$ cat src/rtl/sin_approx_pkg.sv
// Shared constants and fixed-point helpers for the sin_approx pipeline.
// SIN_APPROX_REFINE_EN selects the refined (4-stage) variant of the latency constant.
package sin_approx_pkg;

  localparam int  F_DEFAULT = 16;
  localparam real TWO_PI    = 6.283185307179586;

  // Fixed-point constants derived from the fraction width f, rounded to nearest.
  function automatic longint inv_2pi_q(input int f);
    return longint'($rtoi((2.0 ** f) / TWO_PI + 0.5));
  endfunction

  function automatic longint refine_p_q(input int f);
    return longint'($rtoi(0.225 * (2.0 ** f) + 0.5));
  endfunction

  // Full-precision width of a signed w x w product.
  function automatic int prod_w(input int w);
    return 2 * w;
  endfunction

  localparam longint INV_2PI = inv_2pi_q(F_DEFAULT);
  localparam longint P       = refine_p_q(F_DEFAULT);

`ifdef SIN_APPROX_REFINE_EN
  localparam int LATENCY = 4;
`else
  localparam int LATENCY = 3;
`endif

endpackage

$ cat src/rtl/sin_approx_if.sv
// Valid/ready stream interface carrying angles in and sine results out.
interface sin_approx_if #(
  parameter int W = 32
);
  logic                in_valid;
  logic                in_ready;
  logic signed [W-1:0] x;
  logic                out_valid;
  logic                out_ready;
  logic signed [W-1:0] y;
  logic                sign;

  modport master (
    output in_valid, x, out_ready,
    input  in_ready, out_valid, y, sign
  );

  modport slave (
    input  in_valid, x, out_ready,
    output in_ready, out_valid, y, sign
  );
endinterface

$ cat src/rtl/fxp_mul.sv
// Signed W x W fixed-point multiply: full 2W product, arithmetic shift by F, truncate to W.
module fxp_mul
  import sin_approx_pkg::*;
#(
  parameter int W = 32,
  parameter int F = 16
) (
  input  logic signed [W-1:0] a_i,
  input  logic signed [W-1:0] b_i,
  output logic signed [W-1:0] p_o
);

  localparam int PW = prod_w(W);

  logic signed [PW-1:0] prod;

  assign prod = PW'(a_i) * PW'(b_i);
  assign p_o  = W'(prod >>> F);

endmodule

$ cat src/rtl/sin_approx_pipe.sv
// Pipelined sin(x) via phase wrap to turns and a piecewise parabola, valid/ready both sides.
// Define SIN_APPROX_REFINE_EN to insert the accuracy-refinement stage (latency 4 instead of 3).
module sin_approx_pipe
  import sin_approx_pkg::*;
#(
  parameter int W = 32,
  parameter int F = 16
) (
  input logic       clk,
  input logic       rst,
  sin_approx_if.slave bus
);

  localparam logic signed [W-1:0] INV_2PI_W = W'(inv_2pi_q(F));
  localparam logic signed [W-1:0] ONE_W     = W'(longint'(1) <<< F);

  logic                adv;
  logic                out_valid_q;
  logic signed [W-1:0] y_q, y_d;
  logic                sign_q;

  logic                last_valid;
  logic signed [W-1:0] last_p;
  logic                last_sign;

  // Every stage moves together; a stalled output freezes the whole pipe.
  assign adv           = !out_valid_q || bus.out_ready;
  assign bus.in_ready  = adv;
  assign bus.out_valid = out_valid_q;
  assign bus.y         = y_q;
  assign bus.sign      = sign_q;

  // Stage 1: radians -> turns; the low F bits are the wrapped fraction t in [0,1).
  logic signed [W-1:0] turns;
  logic [F-1:0]        t_d, t_q;
  logic                s1_valid_q;

  fxp_mul #(.W(W), .F(F)) u_mul_turns (.a_i(bus.x), .b_i(INV_2PI_W), .p_o(turns));
  assign t_d = F'(turns);

  // Stage 2: fold the second half-turn onto the first and evaluate 8u - 16u^2.
  logic signed [W-1:0] u, u_sq, p_half, p2_d, p2_q;
  logic                sign2_q;
  logic                s2_valid_q;

  assign u = W'(t_q[F-2:0]);
  fxp_mul #(.W(W), .F(F)) u_mul_sq (.a_i(u), .b_i(u), .p_o(u_sq));
  assign p_half = (u <<< 3) - (u_sq <<< 4);
  assign p2_d   = t_q[F-1] ? -p_half : p_half;

  // NOTE: sequential state uses non-blocking assignments so every register samples pre-edge values.
  always_ff @(posedge clk or posedge rst) begin
    if (rst) begin
      s1_valid_q <= 1'b0;
      s2_valid_q <= 1'b0;
    end else if (adv) begin
      s1_valid_q <= bus.in_valid;
      s2_valid_q <= s1_valid_q;
    end
  end

  // NOTE: datapath registers carry no reset; only valid flags and outputs must be cleared.
  always_ff @(posedge clk) begin
    if (adv) begin
      t_q     <= t_d;
      p2_q    <= p2_d;
      sign2_q <= t_q[F-1];
    end
  end

`ifdef SIN_APPROX_REFINE_EN
  localparam logic signed [W-1:0] P_W = W'(refine_p_q(F));

  logic signed [W-1:0] p_abs, p_sq, p_diff, p_corr, p3_d, p3_q;
  logic                sign3_q;
  logic                s3_valid_q;

  // Refinement: p' = p + P * (p*|p| - p).
  assign p_abs  = p2_q[W-1] ? -p2_q : p2_q;
  fxp_mul #(.W(W), .F(F)) u_mul_pabs (.a_i(p2_q), .b_i(p_abs), .p_o(p_sq));
  assign p_diff = p_sq - p2_q;
  fxp_mul #(.W(W), .F(F)) u_mul_corr (.a_i(P_W), .b_i(p_diff), .p_o(p_corr));
  assign p3_d   = p2_q + p_corr;

  always_ff @(posedge clk or posedge rst) begin
    if (rst) begin
      s3_valid_q <= 1'b0;
    end else if (adv) begin
      s3_valid_q <= s2_valid_q;
    end
  end

  always_ff @(posedge clk) begin
    if (adv) begin
      p3_q    <= p3_d;
      sign3_q <= sign2_q;
    end
  end

  assign last_valid = s3_valid_q;
  assign last_p     = p3_q;
  assign last_sign  = sign3_q;
`else
  assign last_valid = s2_valid_q;
  assign last_p     = p2_q;
  assign last_sign  = sign2_q;
`endif

  // Output stage: clamp to [-1.0, +1.0].
  // NOTE: always_comb assigns a default first so no path can infer a latch.
  always_comb begin
    y_d = last_p;
    if (last_p > ONE_W) begin
      y_d = ONE_W;
    end else if (last_p < -ONE_W) begin
      y_d = -ONE_W;
    end
  end

  always_ff @(posedge clk or posedge rst) begin
    if (rst) begin
      out_valid_q <= 1'b0;
      y_q         <= '0;
      sign_q      <= 1'b0;
    end else if (adv) begin
      out_valid_q <= last_valid;
      if (last_valid) begin
        y_q    <= y_d;
        sign_q <= last_sign;
      end
    end
  end

endmodule

$ cat src/flat_wrapper.sv
// flat-port wrapper written by rule: the top's interface ports become plain ports
module sin_approx_pipe_flat import sin_approx_pkg::*;
#(
  parameter int W = 32,
  parameter int F = 16
)
  (clk, rst, bus_in_valid, bus_x, bus_out_ready, bus_in_ready, bus_out_valid, bus_y, bus_sign);
  sin_approx_if #(.W(W)) bus_i ();
  input logic clk;
  input logic rst;
  input wire logic [$bits(bus_i.in_valid)-1:0] bus_in_valid;
  input wire logic [$bits(bus_i.x)-1:0] bus_x;
  input wire logic [$bits(bus_i.out_ready)-1:0] bus_out_ready;
  output wire logic [$bits(bus_i.in_ready)-1:0] bus_in_ready;
  output wire logic [$bits(bus_i.out_valid)-1:0] bus_out_valid;
  output wire logic [$bits(bus_i.y)-1:0] bus_y;
  output wire logic [$bits(bus_i.sign)-1:0] bus_sign;
  assign bus_i.in_valid = bus_in_valid;
  assign bus_i.x = bus_x;
  assign bus_i.out_ready = bus_out_ready;
  assign bus_in_ready = bus_i.in_ready;
  assign bus_out_valid = bus_i.out_valid;
  assign bus_y = bus_i.y;
  assign bus_sign = bus_i.sign;
  sin_approx_pipe #(.W(W), .F(F)) u_core (.clk(clk), .rst(rst), .bus(bus_i));
endmodule
$ cat config.mk
export PLATFORM = sky130hd
export DESIGN_NAME = sin_approx_pipe_flat
export DESIGN_NICKNAME = d
export VERILOG_FILES = /design/src/rtl/sin_approx_pkg.sv /design/src/rtl/sin_approx_if.sv /design/src/rtl/fxp_mul.sv /design/src/rtl/sin_approx_pipe.sv /design/src/flat_wrapper.sv
export SDC_FILE = /design/constraint.sdc
export NUM_CORES = 1
export LEC_CHECK = 0
export ABC_AREA = 1
export CORE_ASPECT_RATIO = 0.8
export CORE_UTILIZATION = 30
export CTS_CLUSTER_SIZE = 30
export DETAILED_ROUTE_END_ITERATION = 8
export PLACE_DENSITY = 0.52
export SETUP_SLACK_MARGIN = 0.5
export SYNTH_ARGS = -nofsm -noshare
export SYNTH_HDL_FRONTEND = slang
export SYNTH_HIERARCHICAL = 1
export SYNTH_SLANG_ARGS = --single-unit
$ cat constraint.sdc
create_clock -name clk -period 9.5 [get_ports clk]
set_input_delay 1.9 -clock clk [delete_from_list [all_inputs] [get_ports clk]]
set_output_delay 1.9 -clock clk [all_outputs]
set_load 0.005 [all_outputs]
# == Yosys cells after proc, flatten, opt, wreduce, memory -nomap -nowiden ==
# Index checks and enable logic that the tools add are counted.
# op_classes
add_sub_neg,2
multipliers,2
magnitude_cmp,2
mux,3
reduce_logical,3
# op_table
op,n
32-bit 2-to-1 mux,3
"32-bit by 18-bit > comparator with 1-bit output, second input constant",1
"32-bit by 17-bit less-than comparator with 1-bit output, second input constant",1
"32-bit by 14-bit multiplier with 31-bit output, second input constant",1
32-bit negation,1
19-bit by 32-bit subtractor with 32-bit output,1
15-bit by 15-bit multiplier with 30-bit output,1
2-bit AND reduction,1
1-bit zero test,1
1-bit logical OR,1
# word_totals
reg_bits,85
input_bits,36
output_inout_bits,35
wordCells,20

# == Longest topological paths before layout ==
# Gate-level depths: netlist of run 1.
# depth
ltp_word,4
depth_mapped,52
mapped_depth_nobuf,51

# == Modules after synthesis ==
# The synthesis of run 1 kept the hierarchy.
# by_module_without_submodules
mod,n_inst,cells_per_inst,area_each_um2,seq_area_each_um2
fxp_mul at u_core.u_mul_sq,1,3951,30526.8,0.0
fxp_mul at u_core.u_mul_turns,1,3942,30493.0,0.0
sin_approx_pipe,1,789,5647.9,2207.1

# == Worst setup path before layout of run 1 ==
# OpenSTA, ideal clock, no wires.
# synth_path
kind,register to register
startpoint,register u_core.t_q[8]
endpoint,register u_core.p2_q[24] (netlist: u_core/last_p[24]) (data pin)
t_arrival_ns,7.831
path_slack_ns,1.416
path_stages_with_launch,45
n_path_buf,1
period_less_slack_ns,8.084
path_cell_list,edfxtp_1 clkbuf_1 nand2_1 fa_1 inv_1 fa_1 fa_1 inv_1 fa_1 inv_1 fa_1 inv_1 fa_1 inv_1 fa_1 fa_1 ha_1 nand2_1 [... 9 more ...] xor2_1 inv_1 ha_1 nand2_1 inv_1 nand2_1 nor3_1 nand2_1 nand2_1 nand2_1 nand2_2 nand2_4 nor2_4 nand2_2 nand2_2 nand2_1 xor2_1 inv_1
# synth_via
elab_chain_len,4
# synth_lines
item,line,rtl
start: declaration,sin_approx_pipe.sv:35,"logic [F-1:0] t_d, t_q;"
start signal: assignment,sin_approx_pipe.sv:65,t_q <= t_d;
15-bit by 15-bit multiplier with 30-bit output (*),fxp_mul.sv:17,assign prod = PW'(a_i) * PW'(b_i);
via u_core.u_sq[11],sin_approx_pipe.sv:42,"logic signed [W-1:0] u, u_sq, p_half, p2_d, p2_q;"
19-bit by 32-bit subtractor with 32-bit output (*),sin_approx_pipe.sv:48,assign p_half = (u <<< 3) - (u_sq <<< 4);
32-bit negation,sin_approx_pipe.sv:49,assign p2_d = t_q[F-1] ? -p_half : p_half;
32-bit 2-to-1 mux (*),sin_approx_pipe.sv:49,
via u_core.p2_d[24],sin_approx_pipe.sv:42,
end signal: assignment,sin_approx_pipe.sv:66,p2_q <= p2_d;
end: declaration,sin_approx_pipe.sv:42,
# The timed path passes the listed nets; every way through them passes the cells marked *.
# A chain may end at the register's enable or synchronous reset.

# == Final worst setup path of run 1 ==
# layout_path
startpoint,input bus_x[13]
endpoint,register u_core.t_q[15] (data pin)
# layout_via
elab_chain_len,1
# layout_lines
item,line,rtl
start: declaration,flat_wrapper.sv:12,input wire logic [$bits(bus_i.x)-1:0] bus_x;
32-bit by 14-bit multiplier with 31-bit output,fxp_mul.sv:17,
via u_core.turns[15],sin_approx_pipe.sv:34,logic signed [W-1:0] turns;
# The timed path passes the listed nets, and every way through them passes these cells.

==> results_dict.tcl, run 1 <==
set metrics [dict create \
    min_path_type "reg2reg" \
    cpMostUsedCell "fa_1" \
    status "finished, violations left" \
    vias 38700 \
    cts_buffers 9 \
    cp.arrival_ns 8.81 \
    tns_ns 0 \
    gr-total-overflow 0 \
    syn_area_um2 50400 \
    multi_input_comb_area_um2 39900 \
    path_class "in2reg" \
    drv_cap 0 \
    path_clk_slew_ns 0.06 \
    rsz0062_at_grt "false" \
    coreArea_um2 167000 \
    post_drt_wl_per_cell_um 17.6 \
    clock_skew_ns 0.0333 \
    gp_congestion 0.922 \
    postCtsHoldBufs 0 \
    r2r_cells 43 \
    h-tree-depth 3 \
    synth_cells 6556 \
    regArea_um2 2210 \
    critical-path-top-delay-family "adder cells" \
    portBuffers 67 \
    ios 71 \
    first_pass_iters 7 \
    critical_path_required_ns 9.63 \
    relSlewSlack 0.409 \
    holdPathStages 2 \
    vias_per_cell 4.39 \
    dieArea_um2 170000 \
    max_freq_mhz 115 \
    holdWs_ns 0.456 \
    drive_gt1_frac 0.0566 \
    crit_path_top_delay_cell "clkdlybuf4s50_1" \
    whs_endpoint "u_core/bus.sign" \
    fp.dieH_um 368 \
    end_kind "register" \
    cts_root_buf "clkbuf_16" \
    fill_cells 17900 \
    worstPathCellList "clkdlybuf4s50_1 > buf_4 > nand2_1 > inv_1 > fa_1 > inv_1 > fa_1 > fa_1 > fa_1 > fa_1 > inv_1 > fa_1 > fa_1 > fa_1 > ha_1 > nand2_1 > nor2_1 > inv_1 > nor4_2 > nand2_1 > nand3_2 > a21oi_1 > xnor2_1 > buf_4" \
    clk_path_buf_depth 2 \
    final-hold-violation-count 0 \
    clock_sinks 79 \
    area_delta_synth_final_pct 9.72 \
    finalCriticalPeriod_ns 8.68 \
    rrSetupSlack_ns 0.83 \
    crit_path_start_kind "primary input" \
    antenna_left 0 \
    die_w_um 460 \
    fin_crit_sh 0.914 \
    violations "DRC" \
    clk_latency_ns 0.40 \
    reg2reg_to "u_core/last_p[29]" \
    drcViolationCount 2 \
    wirelength_um 156000 \
    r2r_start "u_core/t_q[14]" \
    syn_avg_cell_area_um2 7.68 \
    cp_num_buf_inv 7 \
    grt_antenna_before_repair 2 \
    dr.first_iter.drc_count 2800 \
    drv_slew 0 \
    tritoncts "done" \
    crit_path_max_fanout 11 \
    fp-row-count 134 \
    min_from "u_core/last_sign" \
    fin_nets 8130 \
    grt_max_degree 47 \
    worst_pin_slew_ns 0.885 \
    grt_usage 0.188 \
    setup_viol 0 \
    grt_pass1_vias 41800 \
    initial_utilization 0.302 \
    grt_pass1_wl_um 245000 \
    hpwl_um 126000 \
    yosys_warnings 6 \
    cpPeakStageDelay_ns 0.72 \
]
==> cells in the final DEF (no fill, tap or decap), types with 46 or more instances in the layout <==
master and instances:
a21oi_1 85, buf_4 130, clkdlybuf4s50_1 66, conb_1 150, edfxtp_1 46, fa_1 1196
ha_1 300, inv_1 2092, nand2_1 1729, nand2_2 52, nand3_1 94, nor2_1 146
o21ai_0 81
==> repair_timing <==
item,4_1_cts,5_1_grt
gates resized for setup,10,138
setup buffers,10,32
gates cloned,2,2
setup endpoints to repair,16,19
pin swaps,0,59
==> through the flow <==
stage	area, um^2	std cells	util	setup WS (ns)
finish	55300	8814	0.331	0.821
global route	55300	8812	0.331	0.476
CTS	54300	8778	0.326	0.473
detailed placement	53900	8750	0.323	0.120
global placement	53900	8750	0.323	0.000991
floorplan	50900	6704	-	1.43
==> worst register-to-register path: cells and delay by family, from the launching register on <==
kind | cells | cell delay (ns)
XOR/XNOR | 1 | 0.17
buffers and inverters | 10 | 0.82
adder cells (fa/ha/maj) | 10 | 4.66
flip-flops | 1 | 0.40
AO/OA/AOI/OAI | 1 | 0.20
AND/OR/NAND/NOR | 21 | 2.16
==> flip-flops by register name (all words and copies together) (netlist names) <==
name                  cells
u_core/bus.out_valid      1
u_core/bus.sign           1
u_core/bus.y             29
u_core/last_p            29
u_core/last_sign          1
u_core/last_valid         1
u_core/s1_valid_q         1
u_core/t_q               16
==> worst max path at each step <==
stage | startpoint | to | slack, ns | depth (start not counted)
2_1_floorplan | u_core/t_q[8] | u_core/last_p[24] | 1.43 | 44
3_3_place_gp | u_core/t_q[12] | u_core/last_p[24] | 0.001 | 39
3_5_place_dp | u_core/t_q[12] | u_core/last_p[28] | 0.12 | 39
4_1_cts | u_core/t_q[13] | u_core/last_p[28] | 0.47 | 42
5_1_grt | u_core/t_q[13] | u_core/last_p[29] | 0.48 | 42
6_report | bus_x[13] | u_core/t_q[15] | 0.82 | 24
==> area by class of cell <==
type	count	share of cell area
flip-flops and latches	79	0.0399
clock inverters	6	0.000838
diodes	2	0.0000906
repair buffers	219	0.0377
multi-input cells	4139	0.723
clock buffers	10	0.00414
inverters	2115	0.144
well taps	2244	0.0508
==> per-layer routing <==
metal | GRT usage | part of all wire
met1 | 0.281 | 0.48
met2 | 0.296 | 0.44
met3 | 0.0212 | 0.066
met4 | 0.0226 | 0.015
met5 | 0 | 0.00014
Power of run 1 is not shown: default switching activity piles up to over one toggle a cycle in this logic, so the estimate is an artifact.
==> run 2, diff against run 1 <==
--- a/config.mk
+++ b/config.mk
@@ -10,6 +10,7 @@
 export CORE_UTILIZATION = 30
 export CTS_CLUSTER_SIZE = 30
 export DETAILED_ROUTE_END_ITERATION = 8
+export MAX_ROUTING_LAYER = met4
 export PLACE_DENSITY = 0.52
 export SETUP_SLACK_MARGIN = 0.5
 export SYNTH_ARGS = -nofsm -noshare
==> run 2 against run 1 <==
Effect of this change: the flow now finishes without violations; count of clock-buffer cells in the layout down 1; register-to-register slack worse by 0.02 ns; critical path depth up 18; global-route usage up 0.64 points; non-clock buffer count up 14; fmax down 0.17%; final cell count up 0.18%; critical endpoint is now u_core/last_p[29].
==> results_dict.tcl, run 2 (synthesized netlist as in run 1, its figures left out) <==
set metrics [dict create \
    status "completed" \
    r2r_start "u_core/t_q[14]" \
    grt_pass1_vias 41700 \
    grt_pass1_wl_um 246000 \
    fin_nets 8144 \
    postCtsHoldBufs 0 \
    final_cell_area_um2 55600 \
    wirelength_um 156000 \
    mostFrequentLayoutCells "inv_1, nand2_1, fa_1" \
    rsz0062_at_grt "true" \
    clk_path_buf_depth 2 \
    post_drt_wl_per_cell_um 17.7 \
    crit_path_max_fanout 19 \
    cp.arrival_ns 8.85 \
    final-hold-violation-count 0 \
    min_path_type "reg2reg" \
    clock_sinks 79 \
    tritoncts "done" \
    vias_per_cell 4.38 \
    setup_viol 0 \
    antenna_left 0 \
    max_freq_mhz 115 \
    ios 71 \
    path_clk_slew_ns 0.11 \
    dieArea_um2 170000 \
    fill_cells 17700 \
    drv_slew 0 \
    dr.first_iter.drc_count 2559 \
    die_w_um 460 \
    initial_utilization 0.302 \
    vias 38700 \
    tns_ns 0 \
    drive_gt1_frac 0.0649 \
    coreArea_um2 167000 \
    grt_max_degree 50 \
    cts_root_buf "clkbuf_16" \
    portBuffers 67 \
    gp_congestion 0.925 \
    area_delta_synth_final_pct 10.3 \
    hpwl_um 127000 \
    first_pass_iters 5 \
    critPathLaunch "u_core/t_q[14]" \
    crit_path_top_delay_cell "fa_2" \
    drcViolationCount 0 \
    min_from "u_core/last_sign" \
    drv_cap 0 \
    h-tree-depth 3 \
    fin_crit_sh 0.915 \
    grt_antenna_before_repair 4 \
    gr-total-overflow 0 \
    clock_skew_ns 0.0344 \
    worst_pin_slew_ns 0.884 \
    crit_path_start_kind "register" \
    cpMostUsedCell "nand2_1" \
    path_class "reg2reg" \
    grt_usage 0.194 \
    clk_latency_ns 0.41 \
    final_common_cell "inv_1" \
    dpl_cell_area_um2 53900 \
    fp.dieH_um 368 \
    finalCriticalPeriod_ns 8.69 \
    end_kind "register" \
    relSlewSlack 0.409 \
    cpPeakStageDelay_ns 0.64 \
    cts_buffers 9 \
    fp-row-count 134 \
    critical_path_required_ns 9.65 \
]
-- run 2: changes by cell type in the layout (fill, tap and decap cells not counted), moves of 3 or more --
cell     change
nand2_4      +3
inv_1        -4
inv_2        +4
nor2_4       +5
nand3_1      -4
nor2_1       -9
a21oi_2      +5
buf_4       +16
nand3_2      +3
nand2_2      +7
a21oi_1      -4
nor2_2       +4
nand2_1     -10
-- run 2: stage by stage --
| stage | utilization | instances | hold slack [ns] | setup WS, ns |
|---|---|---|---|---|
| 2_1_floorplan | - | 6704 | 0.421 | 1.43 |
| 3_3_place_gp | 0.323 | 8758 | 0.446 | -0.135 |
| 3_5_place_dp | 0.323 | 8758 | 0.450 | -0.0116 |
| 4_1_cts | 0.327 | 8792 | 0.469 | 0.527 |
| 5_1_grt | 0.333 | 8828 | 0.492 | 0.452 |
| 6_report | 0.333 | 8830 | 0.467 | 0.806 |
-- run 2: metal layers --
| layer | GRT usage | vias to the layer above | part of all wire |
|---|---|---|---|
| met5 | - | - | 0 |
| met4 | 0.0244 | 0 | 0.014 |
| met3 | 0.0204 | 113 | 0.060 |
| met2 | 0.292 | 995 | 0.44 |
| met1 | 0.286 | 19600 | 0.49 |
| li1 | - | 17900 | - |
-- run 2: timing repair --
item                       4_1_cts  5_1_grt
cloned                           1        2
setup buffers                   17       32
setup endpoints to repair       17       20
gates resized for setup         31      169
pin swaps                        2       74
-- run 2: cell type report --
cell class	count	area (um^2)	share of cell area
clock buffers	9	225	0.00405
flip-flops and latches	79	2210	0.0397
diodes	4	10.0	0.000180
inverters	2115	7940	0.143
well taps	2244	2810	0.0505
clock inverters	7	81.3	0.00146
multi-input cells	4139	40100	0.723
repair buffers	233	2140	0.0386
-- run 2: final timing paths --
path | end | slack (ns) | cells past startpoint
worst max-delay path | u_core/last_p[29] | 0.81 | 42
worst min register to register | u_core/bus.sign | 0.47 | 2
min in group asynchronous | u_core/bus.y[5] | 1.89 | 3
worst min-delay path | u_core/bus.sign | 0.47 | 2
max in group asynchronous | u_core/bus.y[25] | 7.24 | 3
worst max register to register | u_core/last_p[29] | 0.81 | 42
-- run 2: worst max-delay path, delay by kind of cell, from the launching register on --
family	cells	cell delay, ns
fa+ha+maj	10	4.56
simple gates	17	1.56
buf+inv	11	1.10
flops	1	0.52
compound gates	3	0.52
xor+xnor	1	0.16
Power of run 2 is left out for the same reason.
